[src/rtl/io_bridge.sv]
// CPU-side memory/IO bridge: routes accesses to RAM or to a small IO block with a UART TX FIFO,
// UART RX pop port, free-running cycle counter with byte-wise snapshot reads, and a stop flag.
module io_bridge #(
  parameter int unsigned TX_DEPTH    = 8,
  parameter int unsigned FULL_MARGIN = 2
) (
  input  logic        clk_in,
  input  logic        rst_in,
  input  logic        rdy_in,
  input  logic [31:0] cpu_a,
  input  logic [7:0]  cpu_dout,
  input  logic        cpu_wr,
  output logic [7:0]  cpu_din,
  output logic        io_buffer_full,
  output logic        ram_en,
  output logic        ram_wr,
  output logic [16:0] ram_a,
  output logic [7:0]  ram_dout,
  input  logic [7:0]  ram_din,
  output logic [7:0]  tx_data,
  output logic        tx_valid,
  input  logic        tx_ready,
  input  logic [7:0]  rx_data,
  input  logic        rx_valid,
  output logic        rx_ready,
  output logic        program_done,
  output logic        tx_overflow
);

  localparam int unsigned PtrW = $clog2(TX_DEPTH);
  localparam int unsigned CntW = PtrW + 1;
  localparam logic [CntW-1:0] DepthC  = CntW'(TX_DEPTH);
  localparam logic [CntW-1:0] FullThr = CntW'(TX_DEPTH - FULL_MARGIN);

  logic        is_io;
  logic [15:0] io_off;
  logic        io_rd;
  logic        io_wr;
  logic        unused_addr;

  assign is_io       = (cpu_a[17:16] == 2'b11);
  assign io_off      = cpu_a[15:0];
  assign io_rd       = rdy_in & is_io & ~cpu_wr;
  assign io_wr       = rdy_in & is_io & cpu_wr;
  assign unused_addr = ^cpu_a[31:18];

  assign ram_en   = rdy_in & ~is_io;
  assign ram_wr   = cpu_wr;
  assign ram_a    = cpu_a[16:0];
  assign ram_dout = cpu_dout;

  // Gated by reset so the RX source never sees a pop while the bridge is held in reset.
  assign rx_ready = rst_in & io_rd & (io_off == 16'h0000) & rx_valid;

  logic [31:0] cycle_q;
  logic [31:0] snap_q;
  logic [31:0] snap_d;
  logic        src_ram_q;
  logic [7:0]  rdata_q;
  logic [7:0]  io_rdata;

  always_comb begin
    io_rdata = 8'h00;
    snap_d   = snap_q;
    if (io_rd) begin
      case (io_off)
        16'h0000: io_rdata = rx_valid ? rx_data : 8'h00;
        16'h0004: begin
          io_rdata = cycle_q[7:0];
          snap_d   = cycle_q;
        end
        16'h0005: io_rdata = snap_q[15:8];
        16'h0006: io_rdata = snap_q[23:16];
        16'h0007: io_rdata = snap_q[31:24];
        default:  io_rdata = 8'h00;
      endcase
    end
  end

  assign cpu_din = src_ram_q ? ram_din : rdata_q;

  logic [7:0]      mem_q [TX_DEPTH];
  logic [CntW-1:0] count_q;
  logic [CntW-1:0] count_d;
  logic [PtrW-1:0] wr_ptr_q;
  logic [PtrW-1:0] wr_ptr_d;
  logic [PtrW-1:0] rd_ptr_q;
  logic [PtrW-1:0] rd_ptr_d;
  logic            push_req;
  logic [7:0]      push_data;
  logic            push;
  logic            pop;
  logic            drop;
  logic            stop_wr;
  logic            full_q;
  logic            done_q;
  logic            ovf_q;

  assign stop_wr   = io_wr & (io_off == 16'h0004);
  assign push_req  = (io_wr & (io_off == 16'h0000) & (cpu_dout != 8'h00)) | stop_wr;
  assign push_data = stop_wr ? 8'h00 : cpu_dout;
  assign tx_valid  = (count_q != '0);
  assign tx_data   = mem_q[rd_ptr_q];
  assign pop       = tx_valid & tx_ready;
  // A full FIFO still accepts a push when the head leaves in the same cycle.
  assign push      = push_req & ((count_q != DepthC) | pop);
  assign drop      = push_req & ~push;

  always_comb begin
    count_d  = count_q;
    wr_ptr_d = wr_ptr_q;
    rd_ptr_d = rd_ptr_q;
    if (push) begin
      wr_ptr_d = wr_ptr_q + PtrW'(1);
    end
    if (pop) begin
      rd_ptr_d = rd_ptr_q + PtrW'(1);
    end
    if (push && !pop) begin
      count_d = count_q + CntW'(1);
    end else if (pop && !push) begin
      count_d = count_q - CntW'(1);
    end
  end

  always_ff @(posedge clk_in) begin
    if (push) begin
      mem_q[wr_ptr_q] <= push_data;
    end
  end

  always_ff @(posedge clk_in or negedge rst_in) begin
    if (!rst_in) begin
      cycle_q   <= '0;
      snap_q    <= '0;
      src_ram_q <= 1'b0;
      rdata_q   <= 8'h00;
      count_q   <= '0;
      wr_ptr_q  <= '0;
      rd_ptr_q  <= '0;
      full_q    <= 1'b0;
      done_q    <= 1'b0;
      ovf_q     <= 1'b0;
    end else begin
      cycle_q <= cycle_q + 32'd1;
      if (rdy_in) begin
        src_ram_q <= ~is_io & ~cpu_wr;
        rdata_q   <= io_rdata;
        snap_q    <= snap_d;
      end
      count_q  <= count_d;
      wr_ptr_q <= wr_ptr_d;
      rd_ptr_q <= rd_ptr_d;
      full_q   <= (count_d >= FullThr);
      done_q   <= done_q | stop_wr;
      ovf_q    <= ovf_q | drop;
    end
  end

  assign io_buffer_full = full_q;
  assign program_done   = done_q;
  assign tx_overflow    = ovf_q;

endmodule

[config.mk]
export PLATFORM = sky130hd
export DESIGN_NAME = io_bridge
export DESIGN_NICKNAME = d
export VERILOG_FILES = /design/src/rtl/io_bridge.sv
export SDC_FILE = /design/constraint.sdc
export NUM_CORES = 1
export LEC_CHECK = 0
export ABC_AREA = 1
export BUFFER_PORTS_ARGS = -buffer_cell sky130_fd_sc_hd__clkbuf_2
export CORE_MARGIN = 3
export CORE_UTILIZATION = 42
export DETAILED_ROUTE_END_ITERATION = 7
export PLACE_DENSITY = 0.71
export SYNTH_ARGS = -nofsm -noshare
export SYNTH_HDL_FRONTEND = slang
export SYNTH_SLANG_ARGS = --single-unit
[constraint.sdc]
create_clock -name clk_in -period 2.95 [get_ports clk_in]
set_input_delay 0.1475 -clock clk_in [delete_from_list [all_inputs] [get_ports clk_in]]
set_output_delay 0.1475 -clock clk_in [all_outputs]
set_load 0.02 [all_outputs]
==> qor.yml, run 1 <==
critical_path:
  r2r-start: "count_q[0]"
  rrSetupSlack_ps: 670
  r2r_cells: 12
  r2r_end: "mem_q[1][1]"
  required_ps: 2800
  arrival_ps: 2240
  criticalPathCategory: "reg -> out"
  crit_fanout: 33
  start_kind: "register"
  end_kind: "output port"
global_route:
  grt_start_max_net_pins: 49
  grt_pass1_vias: 4982
  grt_overflow_total: 0
  antenna_found_initial: 0
  globalRouteTotalUtil_pct: 16.7
  grt_pass1_wl_mm: 24.0
sta:
  fmax_ghz: 0.419
  hold_viol: 0
  finClkSkew_ps: 7.59
  tightest_slew_ps: 588
  setup_slack_ps: 564
  setup_tns_ps: 0
  timing.slew.headroom_pct: 60.8
  rsz0062_at_grt: "no"
  setup_viol: 0
  min_period_over_period_pct: 80.9
  min_period_ps: 2390
  slew_viol_final: 0
clock_tree:
  clk_pin_slew_worst_paths_ps: 60
  clock-sinks: 142
  tritoncts: "done"
  cts_root_buffer: "clkbuf_16"
  insertion_delay_ps: 410
  clockBufferDepth: 2
  postCtsSetupRepairBufs: 0
  cts_buffers: 17
  hold_buffers: 3
  ctsResizeCount: 0
  htree_levels: 4
detailed_routing:
  routed_wl_mm: 14.6
  wire_per_inst_um: 13.8
  met2_length_mm: 7.34
  wl_met3_um: 487
  drc: 0
  via_per_inst: 4.86
  first_pass_iters: 5
  highest_layer: "met4"
  wl_met1_mm: 6.49
  detail-route-antenna-nets: 0
  drt_iter0_drc: 379
  vias: 5132
synthesis:
  yosys.area.top_type: "dfrtp_1"
  syn-num-nets: 807
  ys_async_sr_fraction_pct: 54.9
  yosys_warnings: 0
  syn_inst: 740
  synth_edf_count: 64
  yosysUniqueCellTypes: 38
  yosys.area.top_type_share_pct: 28.4
  ys.flop_type: "dfrtp_1"
  syn_avg_cell_area_um2: 9.27
  yosysSeqAreaShare_pct: 56.4
  synthTopCellsByArea: "dfrtp_1 (28%), edfxtp_1 (28%), nand2_1 (8.0%)"
  syn_area_um2: 6860
  ys_ff_latch: 142
floorplan:
  initial_utilization_pct: 43.0
  rows: 46
  coreArea_um2: 15900
  die_y_um: 134
  pin_count: 110
  die_area_um2: 17900
  die_w_um: 134
placement:
  port_buffers: 95
  placed_cell_area_um2: 7440
  place_ws_ps: 688
  dp_hpwl_mm: 10.3
  gp_congestion: 0.861
layout:
  drive_gt1_share_pct: 20.2
  diodes: 0
  final_nets: 895
  layout_common_cells: "nand2_1 (147), nor2_1 (106), clkbuf_2 (94)"
  areaGrowthSynthToFinish_pct: 17.6
  stdcell_area_um2: 8070
  layout_commonest_cell: "nand2_1"
min_path:
  min-delay-start: "rx_data[3]"
  hold_path.class: "in -> reg"
  hold_path_end: "rdata_q[3]"
  holdPathStages: 5
power:
  peakVddDrop_mv: 0.368
  powerDensity_nw_per_um2: 698
  power.total_mw: 5.63
  p_leak_nw: 3.71
run:
  max_cap_viol_count: 0
status:
  status: "completed"
where the power goes:
part / switching (mW) / internal (mW) / total [mW]
registers: 0.0832 / 2.13 / 2.21
logic: 0.824 / 0.415 / 1.24
clock network: 0.778 / 1.40 / 2.18
total: 1.68 / 3.95 / 5.63
per-layer routing:
| layer | GRT usage (%) | vias to the layer above |
|---|---|---|
| li1 | - | 2585 |
| met1 | 21.3 | 2435 |
| met2 | 27.8 | 95 |
| met3 | 3.45 | 17 |
| met4 | 6.80 | 0 |
| met5 | 0 | - |
worst max-delay path by stage:
stage	startpoint	to	slack, ps	depth (start not counted)
2_1_floorplan	count_q[0]	mem_q[0][0]	390	10
5_1_grt	rd_ptr_q[0]	tx_data[0]	390	7
3_5_place_dp	count_q[0]	mem_q[1][5]	690	12
6_report	rd_ptr_q[0]	tx_data[5]	560	7
4_1_cts	rd_ptr_q[0]	tx_data[5]	560	7
3_3_place_gp	count_q[0]	mem_q[4][4]	740	11
sequential cells by signal (all words and copies together), names as in the netlist, 3 cells and up:
name	flops
count_q	4
cycle_q	32
mem_q	64
rd_ptr_q	3
snap_q	24
rdata_q	8
wr_ptr_q	3
synth_stat cells, types with 2 or more instances:
cell,number
a21oi_1,3
a31oi_1,8
buf_4,27
buf_6,2
clkbuf_1,12
clkinv_1,2
dfrtp_1,78
edfxtp_1,64
ha_1,5
inv_1,77
inv_2,2
nand2_1,147
nand2_2,8
nand3_1,20
nand3_2,4
nand4_1,15
nor2_1,106
nor2_2,6
nor2_4,3
nor3_1,16
nor4_1,4
o21ai_0,67
o22ai_1,17
xnor2_1,7
xor2_1,27
cell type report:
type	instances	area (um2)
Inverter	81	304
Tap cell	216	270
Timing Repair Buffer	112	613
Fill cell	1469	7870
Clock inverter	13	173
Multi-Input combinational cell	474	2410
Sequential cell	142	3870
Clock buffer	19	433
stage by stage:
step | std cells | hold slack, ps | util [%]
final | 1057 | 47.5 | 50.6
after floorplan | 740 | -148 | -
after detailed placement | 1022 | 166 | 46.6
after global placement | 1022 | 170 | 46.6
after global routing | 1057 | 63.2 | 50.6
after CTS | 1057 | 33.3 | 50.6
cells by family (layout without fill, tap and decap cells):
| family | after synthesis | in the layout | synth area share, % |
|---|---|---|---|
| flip-flops | 142 | 142 | 56.4 |
| buffers and inverters | 124 | 225 | 8.50 |
| adder cells (fa/ha/maj) | 5 | 5 | 0.912 |
| AO/OA/AOI/OAI | 96 | 96 | 7.51 |
| AND/OR/NAND/NOR | 339 | 339 | 22.3 |
| XOR/XNOR | 34 | 34 | 4.34 |
critical path, cell delays in order (launching register included):
cell      delay [ps]
dfrtp_1          590
inv_1            120
buf_4            320
o21ai_0          120
o22ai_1          190
nor2_1            70
a31oi_1          190
clkbuf_2         210
Power figures use the tool's default switching activity.
==> run 2: changes to the inputs <==
--- a/config.mk
+++ b/config.mk
@@ -10,7 +10,7 @@
 export CORE_MARGIN = 3
 export CORE_UTILIZATION = 42
 export DETAILED_ROUTE_END_ITERATION = 7
-export PLACE_DENSITY = 0.71
+export PLACE_DENSITY = 0.74
 export SYNTH_ARGS = -nofsm -noshare
 export SYNTH_HDL_FRONTEND = slang
 export SYNTH_SLANG_ARGS = --single-unit
==> constraint.sdc (replaced) <==
create_clock -name clk_in -period 2 [get_ports clk_in]
set_input_delay 0.1 -clock clk_in [delete_from_list [all_inputs] [get_ports clk_in]]
set_output_delay 0.1 -clock clk_in [all_outputs]
set_load 0.02 [all_outputs]
==> qor.yml, run 2 (same netlist as run 1, synthesis figures left out) <==
status:
  status: "completed"
clock_tree:
  clk_pin_slew_worst_paths_ps: 60
  cts_root_buffer: "clkbuf_16"
  clock-sinks: 142
  tritoncts: "done"
  insertion_delay_ps: 420
  cts_buffers: 17
  htree_levels: 4
  clockBufferDepth: 2
critical_path:
  criticalPathCategory: "reg -> reg"
  required_ps: 2140
  crit_fanout: 8
  slowest_delay_ps: 370
  arrival_ps: 2090
  slowest_stage: "dfrtp_1"
  path_cells: "inv_2 > ha_4 > inv_2 > nor2_2 > nand2_2 > nand2_4 > nand4_1 > nand2_2 > or2_4 > nor3_4 > buf_12"
  start_kind: "register"
  end_kind: "register"
sta:
  fmax_ghz: 0.512
  slew_viol_final: 0
  min_period_over_period_pct: 97.7
  tightest_slew_ps: 527
  rsz0062_at_grt: "yes"
  timing.slew.headroom_pct: 64.6
  min_period_ps: 1950
  setup_slack_ps: 46.7
  hold_viol: 0
  finClkSkew_ps: 7.48
  setup_viol: 0
global_route:
  antenna_found_initial: 0
  globalRouteTotalUtil_pct: 17.5
  grt_pass1_wl_mm: 25.2
  grt_pass1_vias: 5307
  grt_overflow_total: 0
  grt_start_max_net_pins: 79
power:
  swShare_pct: 32.1
  power.total_mw: 8.62
  pwr-share-seq_pct: 37.5
  powerDensity_nw_per_um2: 1010
  switchingPower_mw: 2.76
  p_clk_share_pct: 35.3
  peakVddDrop_mv: 0.686
  p_leak_nw: 3.94
  p_int_mw: 5.85
  comb_power_share_pct: 27.3
detailed_routing:
  wire_per_inst_um: 14.3
  wl_met3_um: 710
  wl_met1_mm: 6.44
  drt_iter0_drc: 373
  drc: 0
  first_pass_iters: 5
  detail-route-antenna-nets: 0
  routed_wl_mm: 15.6
  vias: 5401
  highest_layer: "met4"
  met2_length_mm: 8.11
  via_per_inst: 4.95
layout:
  areaGrowthSynthToFinish_pct: 24.9
  layout_common_cells: "nand2_1 (144), nor2_1 (103), clkbuf_2 (89)"
  finalCoreUtilization_pct: 53.8
  fill_cells: 1401
  largest_register: "mem_q"
  layout_commonest_cell: "nand2_1"
  drive_gt1_share_pct: 25.7
  largest_register_ffs: 64
  top_regs: "mem_q (64), cycle_q (32), snap_q (24)"
  diodes: 0
  final_nets: 930
min_path:
  hold_path.class: "in -> reg"
placement:
  place_ws_ps: 6.77
  port_buffers: 95
  gp_congestion: 0.823
  dp_hpwl_mm: 11.1
floorplan:
  die_area_um2: 17900
  initial_utilization_pct: 43.0
  die_w_um: 134
  rows: 46
  pin_count: 110
  coreArea_um2: 15900
  die_y_um: 134
run:
  max_cap_viol_count: 0
[run 2: cell count changes in the layout (fill, tap and decap cells not counted), moves of 7 or more]
cell | before | now
nor3_1 | 16 | 8
buf_4 | 15 | 39
nor3_4 | 1 | 9
buf_12 | 0 | 7
[run 2: metrics by stage]
stage               hold WS, ps  instances  area [um2]  TNS (ps)
floorplan                  -196        740        6980     -3450
global placement            211       1044        7780         0
detailed placement          209       1044        7780         0
CTS                        4.22       1085        8460         0
global route               21.4       1092        8570      -662
finish                     19.6       1092        8570         0
[run 2: layout make-up]
| cell class | count | area (um2) | share of cell area, % |
|---|---|---|---|
| sequential | 142 | 3870 | 45.2 |
| tap | 216 | 270 | 3.15 |
| clock inverter | 15 | 151 | 1.77 |
| inverter | 81 | 312 | 3.63 |
| multi-input combinational | 474 | 2530 | 29.5 |
| clock buffer | 17 | 425 | 4.96 |
| timing repair buffer | 147 | 1010 | 11.7 |
[run 2: repair_timing]
action | 4_1_cts | 5_1_grt
cloned | 0 | 1
pin swaps | 1 | 9
resized for setup | 3 | 19
hold buffers | 6 | 0
buffers inserted | 3 | 6
hold endpoints to repair | 82 | 0
setup endpoints to repair | 16 | 40
[run 2: worst max-delay path, delay by kind of cell, from the launching register on]
family	cells	cell delay, ps
adder cells (fa/ha/maj)	1	150
flip-flops	1	370
buffers and inverters	3	240
AND/OR/NAND/NOR	7	910
[run 2: power groups by stage]
stage / combinational [mW] / clock, mW / sequential (mW)
floorplan: 1.31 / 0 / 3.28
global placement: 1.97 / 0 / 3.25
detailed placement: 2.00 / 0 / 3.25
CTS: 2.12 / 3.08 / 3.21
global route: 2.59 / 3.21 / 3.24
finish: 2.35 / 3.04 / 3.23
[run 2: path summary, 6_finish.rpt]
kind | end | cells after the start | start | slack [ps]
hold reg to reg | program_done | 2 | program_done | 470
hold / removal | rdata_q[7] | 5 | rx_data[7] | 20
max in group asynchronous | rd_ptr_q[0] | 3 | rst_in | 1380
min in group asynchronous | cycle_q[6] | 3 | rst_in | 280
setup / recovery | mem_q[0][0] | 11 | count_q[0] | 50
setup reg to reg | mem_q[0][0] | 11 | count_q[0] | 50
[run 2: routing by layer]
metal / track usage, % / vias up
li1: - / 2665
met1: 21.5 / 2583
met2: 30.4 / 116
met3: 3.49 / 37
met4: 6.63 / 0
met5: 0 / -
